$ cat src/rtl/seg7_scan_ctrl_pkg.sv
// Shared constants and types for the Nexys3 4-digit 7-segment scan controller.
// The glyph table is active-low gfedcba, indexed by hex nibble value.
package seg7_scan_ctrl_pkg;

    localparam logic [3:0] ANODE_OFF = 4'hF;
    localparam logic [7:0] SEG_OFF   = 8'hFF;

    typedef enum logic [1:0] {
        IDLE  = 2'd0,
        BLANK = 2'd1,
        DRIVE = 2'd2
    } scan_state_t;

    // Listed from F down to 0 so that GLYPH_TABLE[n] is the glyph of nibble n.
    localparam logic [15:0][6:0] GLYPH_TABLE = {
        7'h0E, 7'h06, 7'h21, 7'h46, 7'h03, 7'h08, 7'h10, 7'h00,
        7'h78, 7'h02, 7'h12, 7'h19, 7'h30, 7'h24, 7'h79, 7'h40
    };

endpackage

$ cat src/rtl/seg7_hex_decode.sv
// Combinational hex nibble to active-low 7-segment glyph (gfedcba).
module seg7_hex_decode
    import seg7_scan_ctrl_pkg::*;
(
    input  logic [3:0] nibble,
    output logic [6:0] glyph
);

    assign glyph = GLYPH_TABLE[nibble];

endmodule

$ cat src/rtl/seg7_scan_ctrl.sv
// Time-multiplexed scan of four common-anode digits with a blanking gap before
// each digit and a frame-latched shadow copy of the displayed value.
module seg7_scan_ctrl
    import seg7_scan_ctrl_pkg::*;
#(
    parameter int DRIVE_CYCLES = 45000,
    parameter int BLANK_CYCLES = 5000
)
(
    input  logic        clk,
    input  logic        rst,
    input  logic        en,
    input  logic [15:0] digits,
    input  logic [3:0]  dp,
    input  logic [3:0]  digit_en,
    output logic [3:0]  an,
    output logic [7:0]  seg,
    output logic        frame_tick
);

    localparam int MAX_CYCLES = (DRIVE_CYCLES > BLANK_CYCLES) ? DRIVE_CYCLES : BLANK_CYCLES;
    localparam int TIMER_W    = (MAX_CYCLES > 1) ? $clog2(MAX_CYCLES) : 1;
    localparam logic [TIMER_W-1:0] DRIVE_LAST = TIMER_W'(DRIVE_CYCLES - 1);
    localparam logic [TIMER_W-1:0] BLANK_LAST = TIMER_W'(BLANK_CYCLES - 1);

    scan_state_t        state, state_nxt;
    logic [1:0]         idx, idx_nxt;
    logic [TIMER_W-1:0] timer, timer_nxt;
    logic               load;

    logic [15:0] shadow_digits;
    logic [3:0]  shadow_dp;
    logic [3:0]  shadow_en;
    logic [3:0]  cur_nibble;
    logic [6:0]  cur_glyph;

    always_ff @(posedge clk or posedge rst) begin
        if (rst) begin
            state <= IDLE;
        end else begin
            state <= state_nxt;
        end
    end

    // en=0 overrides everything, including a frame reload on the same edge.
    always_comb begin
        state_nxt = state;
        idx_nxt   = idx;
        timer_nxt = timer + 1'b1;
        load      = 1'b0;
        case (state)
            IDLE: begin
                idx_nxt   = 2'd0;
                timer_nxt = '0;
                if (en) begin
                    state_nxt = BLANK;
                    load      = 1'b1;
                end
            end
            BLANK: begin
                if (!en) begin
                    state_nxt = IDLE;
                    idx_nxt   = 2'd0;
                    timer_nxt = '0;
                end else if (timer == BLANK_LAST) begin
                    state_nxt = DRIVE;
                    timer_nxt = '0;
                end
            end
            DRIVE: begin
                if (!en) begin
                    state_nxt = IDLE;
                    idx_nxt   = 2'd0;
                    timer_nxt = '0;
                end else if (timer == DRIVE_LAST) begin
                    state_nxt = BLANK;
                    timer_nxt = '0;
                    if (idx == 2'd3) begin
                        idx_nxt = 2'd0;
                        load    = 1'b1;
                    end else begin
                        idx_nxt = idx + 2'd1;
                    end
                end
            end
            default: begin
                state_nxt = IDLE;
                idx_nxt   = 2'd0;
                timer_nxt = '0;
            end
        endcase
    end

    always_ff @(posedge clk or posedge rst) begin
        if (rst) begin
            idx           <= 2'd0;
            timer         <= '0;
            frame_tick    <= 1'b0;
            shadow_digits <= '0;
            shadow_dp     <= '0;
            shadow_en     <= '0;
        end else begin
            idx        <= idx_nxt;
            timer      <= timer_nxt;
            frame_tick <= load;
            if (load) begin
                shadow_digits <= digits;
                shadow_dp     <= dp;
                shadow_en     <= digit_en;
            end
        end
    end

    assign cur_nibble = shadow_digits[{idx, 2'b00} +: 4];

    seg7_hex_decode u_decode (
        .nibble (cur_nibble),
        .glyph  (cur_glyph)
    );

    // an/seg are decoded from the current state, so they trail it by one clock.
    always_ff @(posedge clk or posedge rst) begin
        if (rst) begin
            an  <= ANODE_OFF;
            seg <= SEG_OFF;
        end else if (state == DRIVE && shadow_en[idx]) begin
            an  <= ~(4'b0001 << idx);
            seg <= {~shadow_dp[idx], cur_glyph};
        end else begin
            an  <= ANODE_OFF;
            seg <= SEG_OFF;
        end
    end

endmodule
$ cat config.mk
export PLATFORM = sky130hd
export DESIGN_NAME = seg7_scan_ctrl
export DESIGN_NICKNAME = d
export VERILOG_FILES = /design/src/rtl/seg7_scan_ctrl_pkg.sv /design/src/rtl/seg7_hex_decode.sv /design/src/rtl/seg7_scan_ctrl.sv
export SDC_FILE = /design/constraint.sdc
export NUM_CORES = 1
export LEC_CHECK = 0
export CAP_MARGIN = 10
export CORE_MARGIN = 5
export CORE_UTILIZATION = 29
export DETAILED_ROUTE_END_ITERATION = 6
export PLACE_DENSITY = 0.45
export SETUP_SLACK_MARGIN = 0.2
export SLEW_MARGIN = 20
export SYNTH_ARGS = -nofsm -noshare
export SYNTH_HDL_FRONTEND = slang
export SYNTH_HIERARCHICAL = 1
export SYNTH_SLANG_ARGS = --single-unit
$ cat constraint.sdc
create_clock -name clk -period 2.2 [get_ports clk]
set_input_delay 0.55 -clock clk [delete_from_list [all_inputs] [get_ports clk]]
set_output_delay 0.55 -clock clk [all_outputs]
set_load 0.01 [all_outputs]
; After elaboration in Yosys (flattened, before gate mapping)
; Memories as Yosys holds them, arrays and structs flattened.
; Cells that the tools add are included.
; W data, S select, Z words.
[op_classes]
shifts = 2
magnitude_cmp = 2
n_mul = 0
n_reduce_logical = 4
bitwise = 2
n_addsub = 2
div = 0
n_mux = 28
n_eq_ne = 9
[ops]
columns = op, n
row1 = $mux W16, 4
row2 = $pmux W16 S2, 1
row3 = $mux W2, 9
row4 = $add A16 B1 Y16 const B, 1
row5 = $eq A16 B13 Y1 const B, 1
row6 = $eq A16 B16 Y1 const B, 1
row7 = $shiftx A16 B5 Y4, 1
row8 = $mux W8, 1
row9 = $mux W7, 1
row10 = $mux W1, 6
row11 = $ne A3 B3 Y1 const B, 2
row12 = $pmux W2 S3, 1
row13 = $lt A4 B5 Y1 const B, 1
row14 = $bmux W1 S2, 2
row15 = $eq A2 B2 Y1 const B, 2
row16 = $mux W4, 1
row17 = $ne A2 B2 Y1 const B, 2
row18 = $not A4 Y4, 1
row19 = $pmux W2 S2, 1
row20 = $shl A1 B2 Y4 const A, 1
row21 = $lt A2 B3 Y1 const B, 1
row22 = $reduce_and A3 Y1, 1
row23 = $add A2 B1 Y2 const B, 1
row24 = $eq A2 B1 Y1 const B, 1
row25 = other kinds (5), 5
[totals]
n_memories = 1
ram_bits = 0
ff_bits = 57
romBits = 112
output_inout_bits = 13
inputBits = 27
latchBits = 0
wordCells = 59
[mem_list]
columns = memory, depth, word_bits, read_ports, rd_clocked_by_memory_dff, wr, line_no
row1 = (no name shown), 16, 7, 1, 0, 0, seg7_hex_decode.sv:9  ; assign glyph = GLYPH_TABLE[nibble];

; Longest topological paths before layout
; Gate-level depths: netlist of the first run.
[depth]
ltp_word = 5
depth_mapped = 8
ltp_nobuf = 7

; By module
; The synthesis of the first run kept the hierarchy.
[modules_own_cells]
columns = module, cells_each, instances, area_each_um2
row1 = seg7_scan_ctrl, 322, 1, 3319.4
row2 = seg7_hex_decode, 32, 1, 275.3

; Worst setup path after synthesis of the first run
; No wires, ideal clock.
[synth_path]
path_kind = register -> register
start = register idx[0]
end = register seg[0]
setup_slack_ps = -66
arrival_time_ps = 2205
path_stages_with_launch = 9
required_ps = 2139
synth_period_minus_slack_ps = 2266
cell_sequence = dfrtp_1 > buf_2 > mux4_2 > inv_1 > ha_1 > and2b_2 > or3b_1 > o21ai_0 > nand2b_1
[synth_between]
elab_chain_len = 4
[synth_lines]
columns = item, line_no
row1 = "start, declared", seg7_scan_ctrl.sv:27  ; logic [1:0] idx, idx_nxt;
row2 = "start signal, assigned", seg7_scan_ctrl.sv:103  ; idx <= idx_nxt;
row3 = $shiftx A16 B5 Y4, seg7_scan_ctrl.sv:114  ; assign cur_nibble = shadow_digits[{idx, 2'b00} +: 4];
row4 = net cur_nibble[1], seg7_scan_ctrl.sv:34  ; logic [3:0] cur_nibble;
row5 = $mem_v2 Z16 W7, -
row6 = $mux W7 (implied by the code), seg7_hex_decode.sv:9
row7 = net cur_glyph[0], seg7_scan_ctrl.sv:35  ; logic [6:0] cur_glyph;
row8 = $mux W8, seg7_scan_ctrl.sv:126  ; end else if (state == DRIVE && shadow_en[idx]) begin
row9 = "end signal, assigned", seg7_scan_ctrl.sv:128  ; seg <= {~shadow_dp[idx], cur_glyph};
row10 = "end, declared", seg7_scan_ctrl.sv:17  ; output logic [7:0] seg,
; The timed path passes the listed nets, and every way through them passes these cells. The select of a mux whose other input is x is not followed.
; A chain may end at the register's enable or synchronous reset.

; Worst setup path after layout of the first run
; Ends and elaborated chain as after synthesis.

==> impl_metrics.json, run 1 <==
{
  "status": "finished, final reports clean",
  "final_common_cell": "dfrtp_1",
  "clock_path_buffers": 2,
  "final_area_um2": 4620,
  "ys.flop_type": "dfrtp_1",
  "synth_area_leaders": "dfrtp_1 (31%), dfstp_2 (8.8%), ha_1 (5.6%)",
  "clock.fmax_ghz": 0.490,
  "vias": 2875,
  "areaGrowthSynthToFinish_pct": 28.4,
  "synth-seq-cells": 57,
  "viasPerCell": 4.98,
  "antenna_cells": 0,
  "wl_per_cell_um": 16.2,
  "start_util_pct": 29.8,
  "dpl.cell_count": 550,
  "yosys.area.top_type": "dfrtp_1",
  "grtUsageMet2_pct": 18.7,
  "avgSynthCellArea_um2": 10.2,
  "row_count": 40,
  "path_delay_family": "simple AND/OR/NAND/NOR gates",
  "synth_edf_count": 0,
  "fp.dieW_um": 121,
  "numPortBuffers": 39,
  "dpl_cell_area_um2": 4220,
  "place_ws_ns": 0.0261,
  "finClkSkew_ns": 0.00727,
  "ant_nets": 0,
  "critical_path.max_stage_delay_ns": 0.59,
  "hold_buffers": 0,
  "layout.nets": 447,
  "p_per_area_nw_per_um2": 986,
  "cts_made_buffers": 9,
  "cp.arrival_ns": 2.30,
  "met1_usage_pct": 19.2,
  "drt-initial-drc-count": 242,
  "die_h_um": 121,
  "cp_num_buf_inv": 1,
  "htree_num_levels": 3,
  "grt_max_degree": 29,
  "drv_slew": 0,
  "syn_inst": 354,
  "path_class": "flop to flop",
  "grtUsageMet3_pct": 2.89,
  "gp_congestion": 0.788,
  "final_cells": 577,
  "layout-drive-gt1-share_pct": 21.8,
  "critPathLaunch": "idx[0]",
  "finalCriticalPeriod_ns": 2.04,
  "grt_pass1_wl_mm": 15.2,
  "cts.sinks": 57,
  "root_buffer": "clkbuf_16",
  "ys_warn_count": 6,
  "leakagePower_nw": 1.73,
  "antenna_found_initial": 0,
  "crit_required_ns": 2.46,
  "crit_chain": "mux4_2, inv_4, ha_4, and2b_2, or3b_1, o21ai_1, nand2b_1",
  "tightest_slew_ns": 0.473,
  "async_flop_share_pct": 100,
  "coreArea_um2": 12100,
  "setup_viol": 0,
  "synth_top_area_share_pct": 31.3,
  "maxCapViolCount": 0,
  "final_hold_viol_count": 0,
  "setup_ws_ns": 0.160,
  "relSlewSlack_pct": 68.4,
  "dieArea_um2": 14700,
  "grt_usage_pct": 13.3,
  "wl_mm": 9.34,
  "drc_errors": 0,
  "grt_setup_unrepaired": "yes",
  "crit_path_max_fanout": 4,
  "clkTransAtPathRegs_ns": 0.05,
  "startpoint_type": "flop",
  "holdCritPathClass": "primary input to async pin",
  "synth_nets": 397,
  "hpwl_mm": 6.34,
  "synthDistinctLibCells": 48,
  "ioPinCount": 40,
  "tns_ns": 0,
  "yosysSeqAreaShare_pct": 40.1,
  "layout_common_cells": "dfrtp_1 (44), clkdlybuf4s50_1 (38), nand4_1 (28), nand2b_1 (27), buf_4 (23)",
  "fin_crit_sh_pct": 92.7,
  "first_global_vias": 2825,
  "overflow": 0,
  "timing.rr.start": "idx[0]",
  "end_kind": "flop",
  "crit_slowest_cell": "mux4_2",
  "ir_drop_v": 0.000426,
  "cts_tree": "built",
  "whs_ns": 0.560,
  "grt-busiest-layer": "met1",
  "drt_first_pass_iters": 4,
  "clock_latency_ns": 0.33,
  "syn_area_um2": 3590
}
what timing repair did:
action / 4_1_cts / 5_1_grt
endpoints found under the hold margin: 0 / 0
setup buffers: 8 / 3
resized for setup: 2 / 4
endpoints found under the setup margin: 8 / 12
pin swaps: 2 / 0
final timing paths:
path / to / depth (start not counted) / slack (ns)
max in group asynchronous: timer[14] / 3 / 1.09
min: shadow_en[0] / 2 / 0.56
min reg2reg: timer[0] / 2 / 0.57
max reg2reg: seg[0] / 7 / 0.16
min in group clk: timer[0] / 2 / 0.57
max: seg[0] / 7 / 0.16
cell families after synthesis:
family,share of synthesized area [%]
AND/OR/NAND/NOR,26.3
adder cells (fa/ha/maj),5.57
buffers and inverters,6.30
XOR/XNOR,3.17
multiplexers,5.92
AO/OA/AOI/OAI,12.7
flip-flops,40.1
synthesized netlist by cell type (12+ instances only):
master,count
a21oi_1,21
nor2_1,13
nand4_1,28
inv_1,18
o211ai_1,22
dfstp_2,12
nor2b_1,20
clkbuf_1,17
xnor2_1,12
dfrtp_1,45
ha_1,16
nand2b_1,28
where the power goes:
part | switching, mW | total (mW) | internal, mW
Clock | 0.481 | 1.36 | 0.880
Sequential | 0.211 | 1.51 | 1.30
Combinational | 0.799 | 1.68 | 0.880
metal layers:
metal,share of wire (%),up-vias,wire length [µm]
li1,-,1381,-
met1,51,1432,4740
met2,43,47,4030
met3,3.6,15,332
met4,2.5,0,229
met5,0,-,0
metrics by stage:
step	util, %	power (mW)
CTS	38.0	4.54
detailed placement	35.0	3.07
global placement	35.0	3.06
floorplan	-	2.65
global route	38.3	4.85
finish	38.3	4.55
layout make-up:
type	instances	area (µm²)
clock buffer	14	284
sequential	57	1440
tap	168	210
clock inverter	2	10.0
multi-input combinational	251	1950
fill	1169	7450
inverter	18	70.1
timing repair buffer	67	649
worst register-to-register path: stages (launching register included):
cell      delay (ns)
dfrtp_2         0.41
mux4_2          0.59
inv_4           0.11
ha_4            0.13
and2b_2         0.21
or3b_1          0.33
o21ai_1         0.07
nand2b_1        0.11
state kept, by name (all words and copies together), names as in the netlist:
register,cells
an,4
frame_tick,1
idx,2
seg,8
shadow_digits,16
shadow_dp,4
shadow_en,4
state,2
timer,16
(Power assumes the default switching activity.)
==> inputs of run 2 (changes only) <==
Settings changed: SETUP_SLACK_MARGIN 0.2 to 0.1.
==> run 2 against run 1 <==
  * Utilization down 0.11 points
  * First-iteration DRC count shrank 28%
  * Fmax is 1.5% lower
  * Register-to-register slack worse by 0.03 ns
  * Clock-buffer cell count is 3 lower
  * Final cell count fell by 0.69%
  * Highest routed layer unchanged
==> impl_metrics.json, run 2 (synthesis results as in run 1) <==
{
  "status": "finished, final reports clean",
  "cp.arrival_ns": 2.32,
  "dieArea_um2": 14700,
  "startpoint_type": "flop",
  "tns_ns": 0,
  "row_count": 40,
  "vias": 2850,
  "place_ws_ns": 0.0490,
  "tightest_slew_ns": 0.449,
  "root_buffer": "clkbuf_16",
  "viasPerCell": 4.97,
  "rrSetupSlack_ns": 0.13,
  "worstSetupEndpoint": "seg[3]",
  "critPathLaunch": "idx[0]",
  "crit_chain": "mux4_2, inv_2, ha_1, inv_1, mux4_1, nand2b_1",
  "timing.rr.start": "idx[0]",
  "clock_latency_ns": 0.33,
  "layout-drive-gt1-share_pct": 20.5,
  "hold_buffers": 0,
  "cts_made_buffers": 9,
  "hpwl_mm": 6.30,
  "grt_max_degree": 58,
  "regArea_um2": 1440,
  "drv_slew": 0,
  "wl_mm": 9.30,
  "drt-initial-drc-count": 174,
  "htree_num_levels": 3,
  "ant_nets": 0,
  "crit_required_ns": 2.45,
  "final_area_um2": 4600,
  "areaGrowthSynthToFinish_pct": 28.0,
  "layout_common_cells": "dfrtp_1 (44), clkdlybuf4s50_1 (38), nand4_1 (28), nand2b_1 (28), o211ai_1 (22)",
  "antenna_found_initial": 0,
  "maxCapViolCount": 0,
  "finalCriticalPeriod_ns": 2.07,
  "fp.dieW_um": 121,
  "coreArea_um2": 12100,
  "fin_crit_sh_pct": 94.1,
  "clock.fmax_ghz": 0.483,
  "gp_congestion": 0.774,
  "drt_first_pass_iters": 4,
  "layout.nets": 443,
  "wl_per_cell_um": 16.2,
  "antenna_cells": 0,
  "rr_worst_depth": 6,
  "setup_viol": 0,
  "ir_drop_v": 0.000456,
  "drc_errors": 0,
  "fillCellCount": 1174,
  "p_per_area_nw_per_um2": 1020,
  "crit_slowest_cell": "mux4_2",
  "start_util_pct": 29.8,
  "die_h_um": 121,
  "grt_usage_pct": 13.3,
  "final_cells": 573,
  "overflow": 0,
  "largest_registers": "shadow_digits (16), timer (16), seg (8)",
  "grt_pass1_wl_mm": 15.3,
  "cts_tree": "built",
  "path_class": "flop to flop",
  "finClkSkew_ns": 0.00853,
  "leakagePower_nw": 1.72,
  "final_hold_viol_count": 0,
  "numPortBuffers": 39,
  "grt_setup_unrepaired": "yes",
  "crit_path_max_fanout": 6,
  "rr_endpoint": "seg[3]",
  "critical_path.max_stage_delay_ns": 0.63,
  "setup_ws_ns": 0.129,
  "first_global_vias": 2844,
  "clkTransAtPathRegs_ns": 0.05,
  "clock_path_buffers": 2,
  "total_power_mw": 4.68,
  "final_common_cell": "dfrtp_1",
  "cts.sinks": 57,
  "multi_input_area_um2": 1940,
  "dpl_cell_area_um2": 4220,
  "end_kind": "flop",
  "dpl.cell_count": 550,
  "relSlewSlack_pct": 70.1,
  "holdCritPathClass": "flop to flop",
  "ioPinCount": 40
}
-- run 2: cell count changes in the layout (fill, tap and decap cells not counted) --
cell | previous run | this run
nand2b_4 | 1 | 0
nand2b_1 | 27 | 28
clkinv_4 | 0 | 1
inv_2 | 3 | 2
o311ai_1 | 1 | 0
bufinv_16 | 0 | 2
buf_6 | 1 | 0
o311ai_0 | 3 | 4
buf_4 | 23 | 20
inv_1 | 14 | 15
clkbuf_8 | 4 | 1
-- run 2: worst min path at each step --
stage | cells past startpoint | endpoint | startpoint | slack, ns
finish | 1 | timer[0] | timer[0] | 0.50
global route | 1 | timer[0] | timer[0] | 0.53
CTS | 1 | timer[0] | timer[0] | 0.50
detailed placement | 1 | timer[0] | timer[0] | 0.49
global placement | 1 | timer[0] | timer[0] | 0.50
floorplan | 1 | timer[0] | timer[0] | 0.47
-- run 2: through the flow --
step                      utilization, %  hold slack [ns]
final                               38.2            0.502
after global routing                38.2            0.534
after CTS                           37.7            0.504
after detailed placement            35.0            0.487
after global placement              35.0            0.499
after floorplan                        -            0.466
-- run 2: metal layers --
layer / track usage (%) / share of wire (%) / vias up
li1: - / - / 1370
met1: 18.3 / 49 / 1392
met2: 20.0 / 45 / 83
met3: 4.15 / 5.6 / 5
met4: 3.92 / 0.94 / 0
met5: 0 / 0 / -
-- run 2: timing repair --
item	CTS	global route
gates cloned	0	0
gates resized for setup	1	1
pin swaps	0	1
setup endpoints to repair	2	3
setup buffers	0	7
endpoints found under the hold margin	0	0
-- run 2: cell type report --
class	instances	share of cell area, %
multi-input cells	251	42.2
well taps	168	4.57
flip-flops and latches	57	31.3
clock buffers	11	5.27
clock inverters	5	1.71
repair buffers	63	13.4
inverters	18	1.52
-- run 2: worst max-delay path: cells and delay by family (launching register included) --
kind                     cells  cell delay [ns]
multiplexers                 2             1.10
AND/OR/NAND/NOR              1             0.15
adder cells (fa/ha/maj)      1             0.14
buffers and inverters        2             0.19
flip-flops                   1             0.41
-- run 2: power by group --
part	leakage, nW	switching [mW]	internal (mW)
Sequential	0.699	0.212	1.30
Combinational	0.860	0.792	0.861
Clock	0.159	0.501	1.02
Total	1.72	1.50	3.18
==> inputs of run 3 (changes only) <==
Settings changed: CAP_MARGIN 10 to not set, SETUP_SLACK_MARGIN 0.1 to 0.15.
==> run 3 against run 2 <==
  * Global-route usage grew 0.056 points
  * Clock-buffer cell count grew 3
  * Wire length about the same
  * Worst hold slack improved by 0.0096 ns
  * Clock power fell by 11%
  * Total power decreased by 3.8%
  * Final cell count increased by 0.17%
  * Fmax increased by 0.67%
  * Clock skew decreased by 0.0019 ns
==> impl_metrics.json, run 3 (synthesis results as in run 1) <==
{
  "status": "finished, final reports clean",
  "overflow": 0,
  "antenna_found_initial": 0,
  "row_count": 40,
  "finClkSkew_ns": 0.00660,
  "path_class": "flop to flop",
  "clkTransAtPathRegs_ns": 0.05,
  "antenna_cells": 0,
  "hold_buffers": 0,
  "final_common_cell": "dfrtp_1",
  "p_switching_mw": 1.48,
  "regArea_um2": 1440,
  "wl_mm": 9.30,
  "cts.sinks": 57,
  "grt_max_degree": 29,
  "seq_power_share_pct": 33.5,
  "grt_setup_unrepaired": "yes",
  "viasPerCell": 5.01,
  "gp_congestion": 0.788,
  "end_kind": "flop",
  "critical_path.max_stage_delay_ns": 0.60,
  "root_buffer": "clkbuf_16",
  "coreArea_um2": 12100,
  "multi_input_area_um2": 1940,
  "layout-drive-gt1-share_pct": 20.4,
  "finalCriticalPeriod_ns": 2.06,
  "htree_num_levels": 3,
  "clock_latency_ns": 0.33,
  "hpwl_mm": 6.34,
  "grt_pass1_wl_mm": 15.2,
  "clock_path_buffers": 2,
  "total_power_mw": 4.51,
  "vias": 2878,
  "p_per_area_nw_per_um2": 983,
  "crit_path_max_fanout": 4,
  "setup_viol": 0,
  "drc_errors": 0,
  "swShare_pct": 32.8,
  "drt_first_pass_iters": 5,
  "largest_registers": "shadow_digits (16), timer (16), seg (8)",
  "worst-path-stages": 7,
  "rr_worst_depth": 7,
  "tightest_slew_ns": 0.461,
  "critPathLaunch": "idx[0]",
  "tns_ns": 0,
  "rrSetupSlack_ns": 0.14,
  "fin_crit_sh_pct": 93.5,
  "worstSetupEndpoint": "seg[0]",
  "holdCritPathClass": "flop to flop",
  "fp.dieW_um": 121,
  "relSlewSlack_pct": 69.2,
  "first_global_vias": 2798,
  "final_core_util_pct": 38.0,
  "cts_made_buffers": 9,
  "startpoint_type": "flop",
  "timing.rr.start": "idx[0]",
  "combPwrFrac_pct": 36.3,
  "ir_drop_v": 0.000417,
  "rr_endpoint": "seg[0]",
  "cp.arrival_ns": 2.32,
  "dieArea_um2": 14700,
  "cp_num_buf_inv": 1,
  "final_hold_viol_count": 0,
  "cts_tree": "built",
  "grt_usage_pct": 13.3,
  "layout_common_cells": "dfrtp_1 (44), clkdlybuf4s50_1 (38), nand4_1 (28), nand2b_1 (28), o211ai_1 (22)",
  "leakagePower_nw": 1.72,
  "wl_per_cell_um": 16.2,
  "die_h_um": 121,
  "layout.nets": 444,
  "path_delay_family": "simple AND/OR/NAND/NOR gates",
  "place_ws_ns": 0.0261,
  "start_util_pct": 29.8,
  "clkPwrFrac_pct": 30.2,
  "ant_nets": 0,
  "clock.fmax_ghz": 0.486,
  "crit_chain": "mux4_2, inv_4, ha_4, and2b_2, or3b_1, o21ai_1, nand2b_1",
  "crit_required_ns": 2.47,
  "ioPinCount": 40,
  "internal_power_mw": 3.03,
  "numPortBuffers": 39,
  "fillCellCount": 1173,
  "drv_slew": 0,
  "drt-initial-drc-count": 177,
  "maxCapViolCount": 0,
  "setup_ws_ns": 0.143,
  "areaGrowthSynthToFinish_pct": 27.5,
  "crit_slowest_cell": "mux4_2"
}
[run 3: changes by cell type in the layout (fill, tap and decap cells not counted)]
cell / previous run / this run
ha_2: 1 / 0
o311ai_1: 0 / 1
buf_6: 0 / 1
clkbuf_8: 1 / 4
o311ai_0: 4 / 3
bufinv_16: 2 / 0
ha_1: 14 / 15
clkinv_4: 1 / 0
[run 3: worst min-delay path by stage]
stage / from / end / slack (ns) / cells after the start
6_report: timer[0] / timer[0] / 0.51 / 1
5_1_grt: timer[0] / timer[0] / 0.54 / 1
4_1_cts: timer[0] / timer[0] / 0.52 / 1
3_5_place_dp: timer[0] / timer[0] / 0.50 / 1
3_3_place_gp: timer[0] / timer[0] / 0.50 / 1
2_1_floorplan: timer[0] / timer[0] / 0.47 / 1
[run 3: stage by stage]
step / cells / area (µm²) / hold slack (ns)
floorplan: 354 / 3620 / 0.466
global placement: 550 / 4220 / 0.501
detailed placement: 550 / 4220 / 0.498
CTS: 571 / 4560 / 0.516
global route: 574 / 4580 / 0.541
finish: 574 / 4580 / 0.511
[run 3: layout make-up]
cell class / count / share of cell area, %
multi-input combinational: 251 / 42.3
sequential: 57 / 31.5
timing repair buffer: 64 / 13.7
clock buffer: 14 / 6.20
tap: 168 / 4.59
inverter: 18 / 1.53
clock inverter: 2 / 0.218
[run 3: power groups by stage]
stage / clock network, mW / registers, mW / logic [mW]
after global routing: 1.46 / 1.54 / 1.81
after CTS: 1.40 / 1.50 / 1.61
after global placement: 0 / 1.53 / 1.52
after detailed placement: 0 / 1.52 / 1.55
final: 1.36 / 1.51 / 1.64
after floorplan: 0 / 1.43 / 1.22
[run 3: what timing repair did]
action / in CTS / in global routing
buffers inserted: 5 / 3
pin swaps: 0 / 1
setup endpoints to repair: 4 / 6
resized for setup: 1 / 2
[run 3: worst reg2reg max path: stages, from the launching register on]
cell      delay [ns]
dfrtp_2         0.41
mux4_2          0.60
inv_4           0.11
ha_4            0.14
and2b_2         0.21
or3b_1          0.33
o21ai_1         0.07
nand2b_1        0.11
[run 3: per-layer routing]
metal  share of wire, %  vias to the layer above  track usage [%]  wire, µm
met4                1.8                        0             5.04       170
met2                 45                       60             18.9      4160
met5                  0                        -                0         0
li1                   -                     1377                -         -
met3                3.8                       10             3.59       349
met1                 50                     1431             19.2      4630
